File: src/rtl/score_pkg.sv
// Shared types and constants for the score keeper slice.
// Holds the FSM state encoding and the display-driven limits.
package score_pkg;

    localparam int unsigned SCORE_W       = 7;
    localparam int unsigned MAX_SCORE_DEF = 99;
    localparam int unsigned BONUS_PTS_DEF = 5;

    typedef enum logic [1:0] {
        IDLE   = 2'd0,
        PLAY   = 2'd1,
        COMMIT = 2'd2,
        OVER   = 2'd3
    } state_t;

endpackage

File: src/rtl/score_keeper_if.sv
// Game-event inputs and score outputs of the score keeper.
// master drives events and reads scores; slave is the keeper.
interface score_keeper_if
    import score_pkg::*;
();
    logic               start;
    logic               point;
    logic               bonus;
    logic               game_over;
    logic               clr_high;
    logic [SCORE_W-1:0] score;
    logic [SCORE_W-1:0] score_high;
    logic               new_record;
    logic               playing;

    modport master (
        output start, point, bonus, game_over, clr_high,
        input  score, score_high, new_record, playing
    );

    modport slave (
        input  start, point, bonus, game_over, clr_high,
        output score, score_high, new_record, playing
    );
endinterface

File: src/rtl/score_sat_add.sv
// Saturating score adder: score + inc clamped to MAX_SCORE.
// Sum is formed one bit wider so it can never wrap.
module score_sat_add
    import score_pkg::*;
#(
    parameter int unsigned MAX_SCORE = MAX_SCORE_DEF
) (
    input  logic [SCORE_W-1:0] score_i,
    input  logic [SCORE_W-1:0] inc_i,
    output logic [SCORE_W-1:0] sum_o
);
    logic [SCORE_W:0] sum_w;

    // Widen, add, then clamp at the display ceiling.
    always_comb begin
        sum_w = {1'b0, score_i} + {1'b0, inc_i};
        if (sum_w > (SCORE_W+1)'(MAX_SCORE)) begin
            sum_o = SCORE_W'(MAX_SCORE);
        end else begin
            sum_o = sum_w[SCORE_W-1:0];
        end
    end
endmodule

File: src/rtl/score_keeper.sv
// Run score and high-score tracker feeding the score display.
// FSM IDLE -> PLAY -> COMMIT -> OVER; all outputs registered.
module score_keeper
    import score_pkg::*;
#(
    parameter int unsigned MAX_SCORE = MAX_SCORE_DEF,
    parameter int unsigned BONUS_PTS = BONUS_PTS_DEF
) (
    input  logic           clk,
    input  logic           rst,
    score_keeper_if.slave  bus
);
    state_t             state_q, state_d;
    logic [SCORE_W-1:0] score_q, score_d;
    logic [SCORE_W-1:0] high_q, high_d;
    logic               rec_q, rec_d;
    logic               playing_q, playing_d;
    logic [SCORE_W-1:0] inc_w;
    logic [SCORE_W-1:0] sum_w;

    // Points earned this cycle from the two pulse sources.
    always_comb begin
        inc_w = (bus.point ? SCORE_W'(1) : SCORE_W'(0))
              + (bus.bonus ? SCORE_W'(BONUS_PTS) : SCORE_W'(0));
    end

    score_sat_add #(
        .MAX_SCORE (MAX_SCORE)
    ) u_sat (
        .score_i (score_q),
        .inc_i   (inc_w),
        .sum_o   (sum_w)
    );

    // Next-state and next-output logic for the run FSM.
    always_comb begin
        state_d = state_q;
        score_d = score_q;
        high_d  = high_q;
        rec_d   = rec_q;
        unique case (state_q)
            IDLE: begin
                if (bus.start) begin
                    score_d = '0;
                    state_d = PLAY;
                end
            end
            PLAY: begin
                score_d = sum_w;
                if (bus.game_over) begin
                    state_d = COMMIT;
                end
            end
            COMMIT: begin
                if (score_q > high_q) begin
                    high_d = score_q;
                    rec_d  = 1'b1;
                end
                state_d = OVER;
            end
            OVER: begin
                if (bus.start) begin
                    score_d = '0;
                    rec_d   = 1'b0;
                    state_d = PLAY;
                end
            end
            default: state_d = IDLE;
        endcase
        // Clearing the high score wins over a same-cycle commit.
        if (bus.clr_high) begin
            high_d = '0;
            if (state_q == COMMIT) begin
                rec_d = 1'b0;
            end
        end
        playing_d = (state_d == PLAY);
    end

    // State and output registers.
    always_ff @(posedge clk or posedge rst) begin
        if (rst) begin
            state_q   <= IDLE;
            score_q   <= '0;
            high_q    <= '0;
            rec_q     <= 1'b0;
            playing_q <= 1'b0;
        end else begin
            state_q   <= state_d;
            score_q   <= score_d;
            high_q    <= high_d;
            rec_q     <= rec_d;
            playing_q <= playing_d;
        end
    end

    assign bus.score      = score_q;
    assign bus.score_high = high_q;
    assign bus.new_record = rec_q;
    assign bus.playing    = playing_q;
endmodule

File: src/flat_wrapper.sv
// flat-port wrapper written by rule: the top's interface ports become plain ports
module score_keeper_flat import score_pkg::*;
#(
    parameter int unsigned MAX_SCORE = MAX_SCORE_DEF,
    parameter int unsigned BONUS_PTS = BONUS_PTS_DEF
)
  (clk, rst, bus_start, bus_point, bus_bonus, bus_game_over, bus_clr_high, bus_score, bus_score_high, bus_new_record, bus_playing);
  score_keeper_if bus_i ();
  input  logic clk;
  input  logic rst;
  input wire logic [$bits(bus_i.start)-1:0] bus_start;
  input wire logic [$bits(bus_i.point)-1:0] bus_point;
  input wire logic [$bits(bus_i.bonus)-1:0] bus_bonus;
  input wire logic [$bits(bus_i.game_over)-1:0] bus_game_over;
  input wire logic [$bits(bus_i.clr_high)-1:0] bus_clr_high;
  output wire logic [$bits(bus_i.score)-1:0] bus_score;
  output wire logic [$bits(bus_i.score_high)-1:0] bus_score_high;
  output wire logic [$bits(bus_i.new_record)-1:0] bus_new_record;
  output wire logic [$bits(bus_i.playing)-1:0] bus_playing;
  assign bus_i.start = bus_start;
  assign bus_i.point = bus_point;
  assign bus_i.bonus = bus_bonus;
  assign bus_i.game_over = bus_game_over;
  assign bus_i.clr_high = bus_clr_high;
  assign bus_score = bus_i.score;
  assign bus_score_high = bus_i.score_high;
  assign bus_new_record = bus_i.new_record;
  assign bus_playing = bus_i.playing;
  score_keeper #(.MAX_SCORE(MAX_SCORE), .BONUS_PTS(BONUS_PTS)) u_core (.clk(clk), .rst(rst), .bus(bus_i));
endmodule
File: config.mk
export PLATFORM = sky130hd
export DESIGN_NAME = score_keeper_flat
export DESIGN_NICKNAME = d
export VERILOG_FILES = /design/src/rtl/score_pkg.sv /design/src/rtl/score_keeper_if.sv /design/src/rtl/score_sat_add.sv /design/src/rtl/score_keeper.sv /design/src/flat_wrapper.sv
export SDC_FILE = /design/constraint.sdc
export NUM_CORES = 1
export LEC_CHECK = 0
export BUFFER_PORTS_ARGS = -buffer_cell sky130_fd_sc_hd__buf_2
export CAP_MARGIN = 40
export CORE_MARGIN = 1
export CORE_UTILIZATION = 28
export DETAILED_ROUTE_END_ITERATION = 12
export PLACE_DENSITY = 0.43
export SYNTH_ARGS = -nofsm -noshare
export SYNTH_HDL_FRONTEND = slang
export SYNTH_HIERARCHICAL = 1
export SYNTH_SLANG_ARGS = --single-unit
File: constraint.sdc
create_clock -name clk -period 3.2 [get_ports clk]
set_input_delay 0.32 -clock clk [delete_from_list [all_inputs] [get_ports clk]]
set_output_delay 0.32 -clock clk [all_outputs]
set_load 0.1 [all_outputs]
==> impl_metrics.env, run 1 <==
export IMPL_critPathArrivalTime_ns=2.56
export IMPL_finalMaxSlewViolations=0
export IMPL_grt_pass1_vias=1116
export IMPL_first_pass_iters=4
export IMPL_path_max_fanout=6
export IMPL_finClkSkew_ns=0.001492
export IMPL_die_h_um=72.14
export IMPL_cts_root_buf="clkbuf_8"
export IMPL_post_cts_resized=0
export IMPL_slowest_delay_ns=0.44
export IMPL_end_kind="register"
export IMPL_critical_path_required_ns=3.34
export IMPL_cts_buffers=3
export IMPL_rsz0062_at_grt="false"
export IMPL_io_buffer_count=22
export IMPL_hold_path_class="in2async"
export IMPL_nets=190
export IMPL_vias=1061
export IMPL_holdBufCountCts=0
export IMPL_finalCritPeriodShare=0.7556
export IMPL_via_per_inst=4.633
export IMPL_die_w_um=72.14
export IMPL_syn_inst=137
export IMPL_tns_ns=0
export IMPL_cap_viol_max_count=0
export IMPL_layout_common_cells="buf_2 (22), ha_1 (18), dfrtp_1 (18)"
export IMPL_rows=25
export IMPL_clk_path_buf_depth=2
export IMPL_start_util=0.2917
export IMPL_ant_nets=0
export IMPL_synth_yosys_seq_area_share=0.3270
export IMPL_layout_cells_most_common="buf_2"
export IMPL_synth_seq_cells=18
export IMPL_outcome="finished, final reports clean"
export IMPL_wl_per_cell_um=12.24
export IMPL_hpwl_um=2282
export IMPL_crit_family="compound AO/OA/AOI/OAI gates"
export IMPL_insertion_delay_ns=0.25
export IMPL_grt_max_degree=19
export IMPL_dp_cells=226
export IMPL_drive_gt1_frac=0.1914
export IMPL_postCtsSetupBuffers=0
export IMPL_drc=0
export IMPL_antennaDiodeCount=0
export IMPL_core_area_mm2=0.004723
export IMPL_crit_type="reg2reg"
export IMPL_async_flop_share=1.000
export IMPL_yosys_area_top_type_share=0.3270
export IMPL_maxSlewHeadroom=0.5399
export IMPL_leakagePower_nw=0.7855
export IMPL_crit_buf_inv=0
export IMPL_syn_to_final_growth_pct=15.99
export IMPL_worst_pin_slew_ns=0.6894
export IMPL_synth_yosys_warnings=6
export IMPL_rr_worst_depth=8
export IMPL_avgSynthCellArea_um2=10.06
export IMPL_period_needed_ns=2.418
export IMPL_yosys_top_cells_area="dfrtp_1 (33%), ha_1 (16%), mux2i_1 (7.3%)"
export IMPL_drtIter0Drc=40
export IMPL_netlist_area_mm2=0.001378
export IMPL_netlist_cell_type_count=34
export IMPL_grt_antenna_before_repair=0
export IMPL_powerDensity_mw_per_mm2=890.5
export IMPL_slowest_stage="dfrtp_1"
export IMPL_irDropWorstVdd_v=0.0002245
export IMPL_fmax_ghz=0.4136
export IMPL_crit_chain="ha_1 > fa_1 > a211oi_2 > o21bai_1 > a21oi_2 > xor2_2 > o311ai_0 > a22o_1"
export IMPL_gr_usage_all_layers=0.1192
export IMPL_rrSetupSlack_ns=0.78
export IMPL_cts_num_sinks=18
export IMPL_die_area_mm2=0.005204
export IMPL_yosysTopAreaCell="dfrtp_1"
export IMPL_report_final_setup_viol=0
export IMPL_r2r_end="u_core/bus.score[0]$_DFFE_PP0P_"
export IMPL_hold_violations=0
export IMPL_grt_pass1_wl_um=4912
export IMPL_synthFlopType="dfrtp_1"
export IMPL_overflow=0
export IMPL_crit_path_start_kind="register"
export IMPL_ios=23
export IMPL_reg2reg_from="u_core/bus.score[0]$_DFFE_PP0P_"
export IMPL_cts_tree="done"
export IMPL_globalplace_congestion=0.6911
export IMPL_cts_max_level=1
export IMPL_synth_edff_count=0
export IMPL_clkTransAtPathRegs_ns=0.07
export IMPL_layoutNonFillerInstCount=229
export IMPL_routed_wl_um=2804
==> routing by layer <==
layer / up-vias / global-route usage / share of wire
met2: 19 / 0.2087 / 0.50
li1: 533 / - / -
met3: 2 / 0.01250 / 0.030
met1: 507 / 0.1478 / 0.46
met5: - / 0 / 0
met4: 0 / 0.05229 / 0.0096
==> sequential cells by signal, indices dropped and copies added, names as in the netlist <==
register,cells
u_core/bus.new_record,1
u_core/bus.playing,1
u_core/bus.score,7
u_core/bus.score_high,7
u_core/state_q,2
==> layout make-up <==
cell class              instances  area [um2]
clock buffers                   3       41.29
inverters                      12       45.04
flip-flops and latches         18       450.4
multi-input cells             107       867.1
fillers                       494        3126
well taps                      67       83.83
repair buffers                 22       110.1
==> synth_stat cells, drive strengths merged (3+ instances only) <==
cell    count
dfrtp      18
o211a       3
nand3       3
ha         18
a21oi       8
a22o        5
xor2        3
nor2        5
nor3        3
mux2i      10
nand2       7
nand2b     14
inv        12
o21ai       4
==> report_power, final <==
part | internal (mW) | switching (mW)
combinational | 0.298 | 0.627
clock | 0.0835 | 0.0719
sequential | 0.282 | 0.0603
total | 0.664 | 0.759
==> cell families (layout without fill, tap and decap cells) <==
group | Yosys count | count (layout) | share of synthesized area
AO/OA/AOI/OAI | 32 | 32 | 0.1835
flip-flops | 18 | 18 | 0.3270
XOR/XNOR | 5 | 5 | 0.03725
AND/OR/NAND/NOR | 37 | 37 | 0.1471
other | 1 | 4 | 0.002722
multiplexers | 10 | 10 | 0.07266
buffers and inverters | 15 | 37 | 0.05177
adder cells (fa/ha/maj) | 19 | 19 | 0.1780
==> worst max path at each step <==
stage,start,to,depth (start not counted)
floorplan,u_core/bus.score[0]$_DFFE_PP0P_,u_core/bus.score[1]$_DFFE_PP0P_,8
global placement,bus_point,u_core/bus.score[0]$_DFFE_PP0P_,10
detailed placement,bus_point,u_core/bus.score[0]$_DFFE_PP0P_,10
CTS,u_core/bus.score[0]$_DFFE_PP0P_,u_core/bus.score[0]$_DFFE_PP0P_,8
global route,u_core/bus.score[0]$_DFFE_PP0P_,u_core/bus.score[0]$_DFFE_PP0P_,8
finish,u_core/bus.score[0]$_DFFE_PP0P_,u_core/bus.score[0]$_DFFE_PP0P_,8
==> per-stage QoR <==
step           cell area [um2]  total power [mW]  setup WS [ns]  utilization  hold WS [ns]
2_1_floorplan             1389             1.133         0.4185            -        0.2586
6_report                  1598             1.423         0.7821       0.3383        0.1682
3_3_place_gp              1556             1.262         0.5859       0.3295        0.4604
4_1_cts                   1598             1.440         0.7669       0.3383        0.1940
3_5_place_dp              1556             1.280         0.5307       0.3295        0.4675
5_1_grt                   1598             1.537         0.5917       0.3383        0.2409
(Power assumes the default switching activity.)
==> inputs of run 2 (changes only) <==
--- a/config.mk
+++ b/config.mk
@@ -5,12 +5,13 @@
 export SDC_FILE = /design/constraint.sdc
 export NUM_CORES = 1
 export LEC_CHECK = 0
+export ABC_AREA = 1
 export BUFFER_PORTS_ARGS = -buffer_cell sky130_fd_sc_hd__buf_2
 export CAP_MARGIN = 40
 export CORE_MARGIN = 1
 export CORE_UTILIZATION = 28
 export DETAILED_ROUTE_END_ITERATION = 12
-export PLACE_DENSITY = 0.43
+export PLACE_DENSITY = 0.45
 export SYNTH_ARGS = -nofsm -noshare
 export SYNTH_HDL_FRONTEND = slang
 export SYNTH_HIERARCHICAL = 1
==> constraint.sdc (replaced) <==
create_clock -name clk -period 2.2 [get_ports clk]
set_input_delay 0.22 -clock clk [delete_from_list [all_inputs] [get_ports clk]]
set_output_delay 0.22 -clock clk [all_outputs]
set_load 0.1 [all_outputs]
==> impl_metrics.env, run 2 <==
export IMPL_synth_compound_area_frac=0.07879
export IMPL_nets=245
export IMPL_outcome="finished, final reports clean"
export IMPL_grt_max_degree=19
export IMPL_wl_per_cell_um=10.59
export IMPL_finalMaxSlewViolations=0
export IMPL_yosysTopAreaCell="dfrtp_1"
export IMPL_synth_seq_cells=18
export IMPL_synth_simple_area_share=0.3630
export IMPL_layout_cells_most_common="nand2_1"
export IMPL_synthAdderAreaFrac=0.1643
export IMPL_netlist_area_mm2=0.001493
export IMPL_synth_edff_count=0
export IMPL_cts_buffers=3
export IMPL_syn_inst=190
export IMPL_start_util=0.2923
export IMPL_rows=26
export IMPL_crit_type="reg2reg"
export IMPL_die_h_um=75.02
export IMPL_placed_area_mm2=0.001698
export IMPL_grt_antenna_before_repair=0
export IMPL_finish_utilization=0.3413
export IMPL_rrSetupSlack_ns=0.19
export IMPL_maxSlewHeadroom=0.5507
export IMPL_post_cts_resized=0
export IMPL_critical_path_required_ns=2.39
export IMPL_overflow=0
export IMPL_avgSynthCellArea_um2=7.856
export IMPL_clkTransAtPathRegs_ns=0.07
export IMPL_r2r_end="u_core/bus.score[2]$_DFFE_PP0P_"
export IMPL_gr_usage_all_layers=0.1188
export IMPL_crit_path_start_kind="register"
export IMPL_netlist_cell_type_count=28
export IMPL_die_w_um=75.02
export IMPL_slowest_stage="dfrtp_2"
export IMPL_crit_family="simple AND/OR/NAND/NOR gates"
export IMPL_tns_ns=0
export IMPL_first_pass_iters=4
export IMPL_powerDensity_mw_per_mm2=1462
export IMPL_crit_chain="ha_1 > fa_1 > nand2_1 > nand2_2 > nand3_2 > nand2_1 > nand2_1 > nand2_1 > nand3_2 > nand2_2 > nor2_1 > nand3_1 > nand2_1"
export IMPL_drive_gt1_frac=0.2431
export IMPL_path_max_fanout=5
export IMPL_fillers=568
export IMPL_synth_most_common_cell="nand2_1"
export IMPL_worst_pin_slew_ns=0.6732
export IMPL_drtIter0Drc=17
export IMPL_synthFlopType="dfrtp_1"
export IMPL_synthMuxAreaShare=0
export IMPL_crit_buf_inv=0
export IMPL_regArea_um2=451.7
export IMPL_fmax_ghz=0.4984
export IMPL_rr_worst_depth=13
export IMPL_period_needed_ns=2.006
export IMPL_irDropWorstVdd_v=0.0004123
export IMPL_antennaDiodeCount=0
export IMPL_finalCritPeriodShare=0.9120
export IMPL_reg2reg_from="u_core/bus.score[0]$_DFFE_PP0P_"
export IMPL_cts_tree="done"
export IMPL_pre_cts_ws_ns=0.05894
export IMPL_cts_root_buf="clkbuf_8"
export IMPL_rsz0062_at_grt="false"
export IMPL_core_area_mm2=0.005107
export IMPL_fin_area_mm2=0.001743
export IMPL_yosys_top_cells_area="dfrtp_1 (30%), ha_1 (15%), nand2_1 (11%)"
export IMPL_leakagePower_nw=0.9594
export IMPL_layout_common_cells="nand2_1 (45), inv_1 (25), nand3_1 (25)"
export IMPL_io_buffer_count=22
export IMPL_end_kind="register"
export IMPL_synth_yosys_seq_area_share=0.3018
export IMPL_synth_xor_area_share=0.005868
export IMPL_hold_path_class="in2async"
export IMPL_grt_pass1_vias=1131
export IMPL_via_per_inst=4.319
export IMPL_synth_common_cells="nand2_1 (45), inv_1 (25), nand3_1 (25), dfrtp_1 (18), ha_1 (18)"
export IMPL_cts_num_sinks=18
export IMPL_postCtsSetupBuffers=0
export IMPL_top_layer_used="met4"
export IMPL_ios=23
export IMPL_ant_nets=0
export IMPL_grt_pass1_wl_um=5106
export IMPL_vias=1244
export IMPL_multi_input_area_um2=928.4
export IMPL_dp_cells=284
export IMPL_hold_violations=0
export IMPL_report_final_setup_viol=0
export IMPL_syn_to_final_growth_pct=16.76
export IMPL_cap_viol_max_count=0
export IMPL_globalplace_congestion=0.7085
export IMPL_yosys_area_top_type_share=0.3018
export IMPL_slowest_delay_ns=0.45
export IMPL_async_flop_share=1.000
export IMPL_cts_max_level=1
export IMPL_holdBufCountCts=0
export IMPL_synth_yosys_warnings=6
export IMPL_timing_final_ws_setup_ns=0.1935
export IMPL_die_area_mm2=0.005627
export IMPL_clk_path_buf_depth=2
export IMPL_routed_wl_met3_um=80
export IMPL_critPathArrivalTime_ns=2.20
export IMPL_cp_common_cell="nand2_1"
export IMPL_m1WireLength_um=1528
export IMPL_layoutNonFillerInstCount=288
export IMPL_routed_wl_um=3050
export IMPL_finClkSkew_ns=0.002660
export IMPL_drc=0
export IMPL_synth_top_family_by_area="simple AND/OR/NAND/NOR gates"
export IMPL_hpwl_um=2525
export IMPL_insertion_delay_ns=0.25
export IMPL_dr_wl_met2_um=1410
-- run 2: cell types whose count changed in the layout (fill, tap and decap cells not counted), moves of 5 or more --
cell      previous run  this run
nand3_2              0         7
a22o_1               5         0
nand2b_1            14         0
mux2i_1             10         0
nand3_1              3        25
nand2_2              0         6
nand2_1              7        45
inv_1               12        25
nand4_1              2         7
-- run 2: power breakdown --
| group | internal, mW | switching [mW] |
|---|---|---|
| combinational | 0.478 | 1.31 |
| clock | 0.128 | 0.105 |
| sequential | 0.427 | 0.103 |
| total | 1.03 | 1.51 |
-- run 2: worst max path at each step --
stage	startpoint	to	slack, ns	cells after the start
floorplan	u_core/bus.score[1]$_DFFE_PP0P_	u_core/bus.score[2]$_DFFE_PP0P_	0.007	11
global placement	bus_point	u_core/bus.score[4]$_DFFE_PP0P_	0.07	15
detailed placement	bus_point	u_core/bus.score[2]$_DFFE_PP0P_	0.06	15
CTS	u_core/bus.score[0]$_DFFE_PP0P_	u_core/bus.score[2]$_DFFE_PP0P_	0.18	13
global route	u_core/bus.score[0]$_DFFE_PP0P_	u_core/bus.score[2]$_DFFE_PP0P_	0.04	13
finish	u_core/bus.score[0]$_DFFE_PP0P_	u_core/bus.score[2]$_DFFE_PP0P_	0.19	13
-- run 2: final cells by class --
type,instances,area share
well taps,70,0.05025
inverters,30,0.06461
multi-input cells,143,0.5327
clock buffers,4,0.02584
flip-flops and latches,18,0.2592
repair buffers,23,0.06748
-- run 2: cell families (layout without fill, tap and decap cells) --
group,after synthesis,in the layout
AOI/OAI and AO/OA,14,14
xor gates and xnor gates,1,1
adders and majority gates,19,19
buffers and inverters,32,57
DFF,18,18
other,1,4
and+or+nand+nor,105,105
-- run 2: stage by stage --
step	power, mW	hold slack, ns
detailed placement	2.338	0.3708
finish	2.548	0.05633
global route	2.794	0.1142
floorplan	2.018	0.1585
global placement	2.333	0.3681
CTS	2.581	0.09686
-- run 2: layer usage --
layer,track usage,up-vias
met3,0.01606,4
met4,0.03774,0
li1,-,678
met2,0.1982,18
met1,0.1589,544
met5,0,-
-- run 2: worst reg2reg max path, cell delays in order (launching register included) --
cell	delay, ns
dfrtp_2	0.45
ha_1	0.24
fa_1	0.40
nand2_1	0.09
nand2_2	0.07
nand3_2	0.08
nand2_1	0.05
nand2_1	0.07
nand2_1	0.07
nand3_2	0.09
nand2_2	0.06
nor2_1	0.12
nand3_1	0.09
nand2_1	0.08
